**src/rtl/stream_mux_arbiter.sv**
```systemverilog
// Round-robin packet arbiter sharing one AXI-Stream master among NUM_REQ capture submodules.
// A grant is held from the metadata beat through tlast; only the granted requester sees ready.
module stream_mux_arbiter #(
    parameter int NUM_REQ    = 5,
    parameter int DATA_WIDTH = 128,
    parameter int CNT_WIDTH  = 32
) (
    input  logic                          clk,
    input  logic                          resetn,
    input  logic [NUM_REQ-1:0]            req_valid,
    input  logic [NUM_REQ-1:0]            req_in_progress,
    input  logic [NUM_REQ-1:0]            req_last,
    input  logic [NUM_REQ*DATA_WIDTH-1:0] req_data,
    output logic [NUM_REQ-1:0]            req_ready,
    output logic [DATA_WIDTH-1:0]         m_axis_tdata,
    output logic                          m_axis_tvalid,
    output logic                          m_axis_tlast,
    input  logic                          m_axis_tready,
    output logic [NUM_REQ-1:0]            grant,
    output logic                          busy,
    output logic [CNT_WIDTH-1:0]          pkt_count,
    output logic [CNT_WIDTH-1:0]          abort_count
);
    localparam int IW = $clog2(NUM_REQ);
    localparam logic [IW-1:0] LAST_IDX = IW'(NUM_REQ - 1);

    typedef enum logic {IDLE, BUSY} state_t;

    state_t                               state;
    logic [IW-1:0]                        rr_ptr;
    logic [IW-1:0]                        g_idx;
    logic                                 first_busy;
    logic [NUM_REQ-1:0]                   elig;
    logic [NUM_REQ-1:0][DATA_WIDTH-1:0]   req_beats;
    logic [DATA_WIDTH-1:0]                mux_data;
    logic                                 mux_valid;
    logic                                 mux_last;
    logic                                 mux_inprog;
    logic                                 pick_found;
    logic [IW-1:0]                        pick_idx;
    logic [IW-1:0]                        rr_next;
    logic                                 pkt_done;
    int                                   idx;

    assign elig      = req_valid | req_in_progress;
    assign req_beats = req_data;

    // Grant is zero in IDLE, so the AND-OR mux drives all stream outputs low there.
    always_comb begin
        mux_data   = '0;
        mux_valid  = 1'b0;
        mux_last   = 1'b0;
        mux_inprog = 1'b0;
        for (int i = 0; i < NUM_REQ; i++) begin
            if (grant[i]) begin
                mux_data   = mux_data | req_beats[i];
                mux_valid  = mux_valid | req_valid[i];
                mux_last   = mux_last | req_last[i];
                mux_inprog = mux_inprog | req_in_progress[i];
            end
        end
    end

    assign m_axis_tdata  = mux_data;
    assign m_axis_tvalid = mux_valid;
    assign m_axis_tlast  = mux_valid & mux_last;
    // Ready depends only on the grant register, never on req_valid.
    assign req_ready     = grant & {NUM_REQ{m_axis_tready}};
    assign busy          = (state == BUSY);
    assign pkt_done      = mux_valid & mux_last & m_axis_tready;
    assign rr_next       = (g_idx == LAST_IDX) ? '0 : g_idx + 1'b1;

    // First eligible index scanning rr_ptr, rr_ptr+1, ... modulo NUM_REQ.
    always_comb begin
        pick_found = 1'b0;
        pick_idx   = '0;
        idx        = 0;
        for (int k = 0; k < NUM_REQ; k++) begin
            idx = int'(rr_ptr) + k;
            if (idx >= NUM_REQ) idx = idx - NUM_REQ;
            if (!pick_found && elig[idx]) begin
                pick_found = 1'b1;
                pick_idx   = idx[IW-1:0];
            end
        end
    end

    always_ff @(posedge clk or negedge resetn) begin
        if (!resetn) begin
            state       <= IDLE;
            grant       <= '0;
            g_idx       <= '0;
            rr_ptr      <= '0;
            first_busy  <= 1'b0;
            pkt_count   <= '0;
            abort_count <= '0;
        end else begin
            case (state)
                IDLE: begin
                    if (pick_found) begin
                        state      <= BUSY;
                        grant      <= {{(NUM_REQ-1){1'b0}}, 1'b1} << pick_idx;
                        g_idx      <= pick_idx;
                        first_busy <= 1'b1;
                    end
                end
                BUSY: begin
                    first_busy <= 1'b0;
                    if (pkt_done) begin
                        state     <= IDLE;
                        grant     <= '0;
                        rr_ptr    <= rr_next;
                        pkt_count <= pkt_count + 1'b1;
                    end else if (!first_busy && !mux_valid && !mux_inprog) begin
                        // Withdrawn before its metadata beat: rr_ptr stays so it keeps priority.
                        state       <= IDLE;
                        grant       <= '0;
                        abort_count <= abort_count + 1'b1;
                    end
                end
                default: state <= IDLE;
            endcase
        end
    end
endmodule

```
**config.mk**
```make
export PLATFORM = sky130hd
export DESIGN_NAME = stream_mux_arbiter
export DESIGN_NICKNAME = d
export VERILOG_FILES = /design/src/rtl/stream_mux_arbiter.sv
export SDC_FILE = /design/constraint.sdc
export NUM_CORES = 1
export LEC_CHECK = 0
export ABC_AREA = 1
export CAP_MARGIN = 20
export CORE_AREA = 2 2 338 340
export DETAILED_ROUTE_END_ITERATION = 12
export DIE_AREA = 0 0 340 342
export GPL_TIMING_DRIVEN = 0
export PLACE_DENSITY = 0.37
export SETUP_SLACK_MARGIN = 0.05
export SYNTH_ARGS = -nofsm -noshare
export SYNTH_HDL_FRONTEND = slang
export SYNTH_SLANG_ARGS = --single-unit
```
**constraint.sdc**
```tcl
create_clock -name clk -period 3.6 [get_ports clk]
set_clock_uncertainty 0.15 [all_clocks]
set_input_delay 0.36 -clock clk [delete_from_list [all_inputs] [get_ports clk]]
set_output_delay 0.36 -clock clk [all_outputs]
set_load 0.02 [all_outputs]
```
==> results.json <==
{
  "outcome": "finished, final reports clean",
  "cts.sinks": 77,
  "placed_area_um2": 19900,
  "fillers": 12900,
  "maxCapViolations": 0,
  "overflow": 0,
  "worst_slack_ns": 0.109,
  "antenna_found_initial": 84,
  "die-area_um2": 116000,
  "num_rows": 124,
  "path_clk_slew_ns": 0.08,
  "drt_wl_total_mm": 107,
  "arrival_ns": 2.98,
  "ys_warn_count": 0,
  "min_period_ns": 3.49,
  "peakVddDrop_mv": 0.246,
  "preCtsSetupSlack_ns": -0.271,
  "synthCells": 1431,
  "io_buffers": 862,
  "synth_largest_area_cell": "dfrtp_1",
  "final_cell_area_um2": 20400,
  "finalHoldViolations": 0,
  "syn_area_um2": 9250,
  "synth-edff-count": 0,
  "fmax_mhz": 286,
  "worst_hold_slack_ns": 0.303,
  "grt_pass1_vias": 14500,
  "ys_top_cells_by_area": "dfrtp_1 (21%), nand2_1 (18%), a22o_1 (12%)",
  "slew_headroom": 0.474,
  "hpwl_mm": 96.2,
  "syn_nets": 2106,
  "rsz0062_at_grt": "false",
  "clockRootBuffer": "clkbuf_16",
  "yosys.cell_types.count": 45,
  "ys_ff_latch": 77,
  "crit_path_start_kind": "flop",
  "hold_path.class": "in -> async",
  "ios": 863,
  "setup_tns_ns": 0,
  "leakage_uw": 0.00806,
  "viasPerCell": 3.79,
  "clock_latency_ns": 0.36,
  "synth.most_common_cell": "nand2_1",
  "grt_first_pass_wirelength_mm": 136,
  "route.vias.total": 14600,
  "die_h_um": 342,
  "slew_viol_final": 0,
  "syn_area_per_cell_um2": 6.46,
  "ys.flop_type": "dfrtp_1",
  "drtPass1Iterations": 5,
  "gr-usage-met2": 0.289,
  "worstPathMaxFanout": 12,
  "cts_buffers": 9,
  "ant_nets": 0,
  "drt_iter0_markers": 1022,
  "cts_tree": "yes",
  "place.gp.congestion": 0.940,
  "cp-end-kind": "output port",
  "finalSetupViolations": 0,
  "area_growth_pct": 121,
  "powerDensity_nw_per_um2": 592,
  "fp.dieW_um": 340,
  "wl_per_cell_um": 27.8,
  "yosys-top-cells-count": "nand2_1 (446), nand3_1 (157), a21oi_1 (132)",
  "synth_top_area_share": 0.208,
  "final_nets": 2989,
  "start_util": 0.0818,
  "drive_gt1_frac": 0.0763,
  "gr-usage-met3": 0.0767,
  "async_flop_share": 1.00,
  "tightestPinTransition_ns": 0.789,
  "fin_crit_sh": 0.970,
  "grt_usage": 0.174,
  "drc": 0,
  "multi_input_area_um2": 6730,
  "worst-setup-path-type": "reg -> out",
  "grt_use_met1": 0.215,
  "core_area_um2": 113000,
  "regArea_um2": 1930,
  "worstPathRequired_ns": 3.09,
  "htreeDepth": 3,
  "ys_seq_area_frac": 0.208,
  "grt.busiest_layer": "met2",
  "grt_max_degree": 56,
  "clk_path_buf_depth": 2
}
## path summary, 6_finish.rpt
kind / startpoint / slack, ns / cells past startpoint / end
setup / recovery: grant[2]$_DFFE_PN0P_ / 0.11 / 6 / m_axis_tdata[114]
hold / removal: resetn / 0.30 / 2 / pkt_count[8]$_DFFE_PN0P_
setup reg to reg: rr_ptr[1]$_DFFE_PN0P_ / 0.44 / 15 / grant[1]$_DFFE_PN0P_
hold reg to reg: first_busy$_DFFE_PN0P_ / 0.36 / 2 / first_busy$_DFFE_PN0P_
max in group asynchronous: resetn / 2.38 / 3 / abort_count[19]$_DFFE_PN0P_
min in group clk: first_busy$_DFFE_PN0P_ / 0.36 / 2 / first_busy$_DFFE_PN0P_
## cell usage in the layout, fill, tap and decap left out, types with 3 or more instances in the layout
cell / netlist / routed
diode_2: 0 / 13
inv_1: 75 / 75
ha_1: 17 / 17
clkbuf_2: 0 / 36
nand3_1: 157 / 156
inv_6: 0 / 3
buf_8: 0 / 9
nand2_1: 446 / 446
nand2_2: 15 / 15
nor3_2: 3 / 3
nand3b_1: 4 / 4
buf_4: 1 / 7
nand3_2: 10 / 11
buf_2: 12 / 11
o21ai_2: 5 / 5
dfrtp_1: 77 / 77
inv_2: 6 / 6
nand4_1: 16 / 16
nor3_1: 36 / 36
a21oi_2: 1 / 10
clkbuf_16: 0 / 9
xor2_1: 54 / 54
a21oi_1: 132 / 121
clkdlybuf4s50_1: 0 / 846
nor2_1: 59 / 59
xnor2_1: 9 / 9
clkbuf_1: 64 / 27
mux2_2: 26 / 26
nand3_4: 3 / 3
o21ai_0: 29 / 29
nor4_1: 14 / 14
a22o_1: 128 / 128
dlymetal6s2s_1: 0 / 8
dlygate4sd2_1: 0 / 6
## timing repair
item / 4_1_cts / 5_1_grt
buffers inserted: 0 / 0
gates resized for setup: 48 / 37
endpoints found under the hold margin: 22 / 0
setup endpoints to repair: 109 / 51
hold buffers: 1 / 0
## flip-flops by register name (all words and copies together), names as in the netlist
signal       count
grant            5
g_idx            3
first_busy       1
pkt_count       32
rr_ptr           3
abort_count     32
busy             1
## cells by family after synthesis
kind of cell | synth area share
adder cells (fa/ha/maj) | 0.0230
multiplexers | 0.0317
AO/OA/AOI/OAI | 0.225
buffers and inverters | 0.0706
AND/OR/NAND/NOR | 0.379
XOR/XNOR | 0.0632
flip-flops | 0.208
## cell type report
| class | instances | area share |
|---|---|---|
| timing repair buffer | 873 | 0.431 |
| antenna | 13 | 0.00159 |
| clock buffer | 9 | 0.0110 |
| sequential | 77 | 0.0944 |
| clock inverter | 7 | 0.00423 |
| multi-input combinational | 1189 | 0.330 |
| buffer | 83 | 0.0199 |
| tap | 1512 | 0.0927 |
| inverter | 81 | 0.0149 |
## power breakdown
| group | internal (µW) | total [µW] | switching [µW] | leakage, µW |
|---|---|---|---|---|
| Clock | 555 | 1000 | 444 | 0.000151 |
| Combinational | 3890 | 9740 | 5850 | 0.00689 |
| Sequential | 1060 | 1350 | 289 | 0.00102 |
## critical path: stages, from the launching register on
cell	delay [ns]
dfrtp_1	0.46
buf_4	0.35
buf_8	0.22
clkbuf_1	0.50
nand2_1	0.23
nand3_1	0.14
clkdlybuf4s50_1	0.66
## metrics by stage
step / std cells / total power (µW) / utilization
detailed placement: 3815 / 11100 / 0.176
global route: 3831 / 12900 / 0.180
finish: 3844 / 12100 / 0.180
floorplan: 1431 / 6410 / -
CTS: 3831 / 12200 / 0.180
global placement: 3805 / 11100 / 0.175
## per-layer routing
metal	vias to the layer above	part of all wire
li1	6707	-
met1	6811	0.40
met2	850	0.46
met3	147	0.12
met4	38	0.012
met5	-	0.0019
No activity file was read; power rests on OpenSTA's default activity.
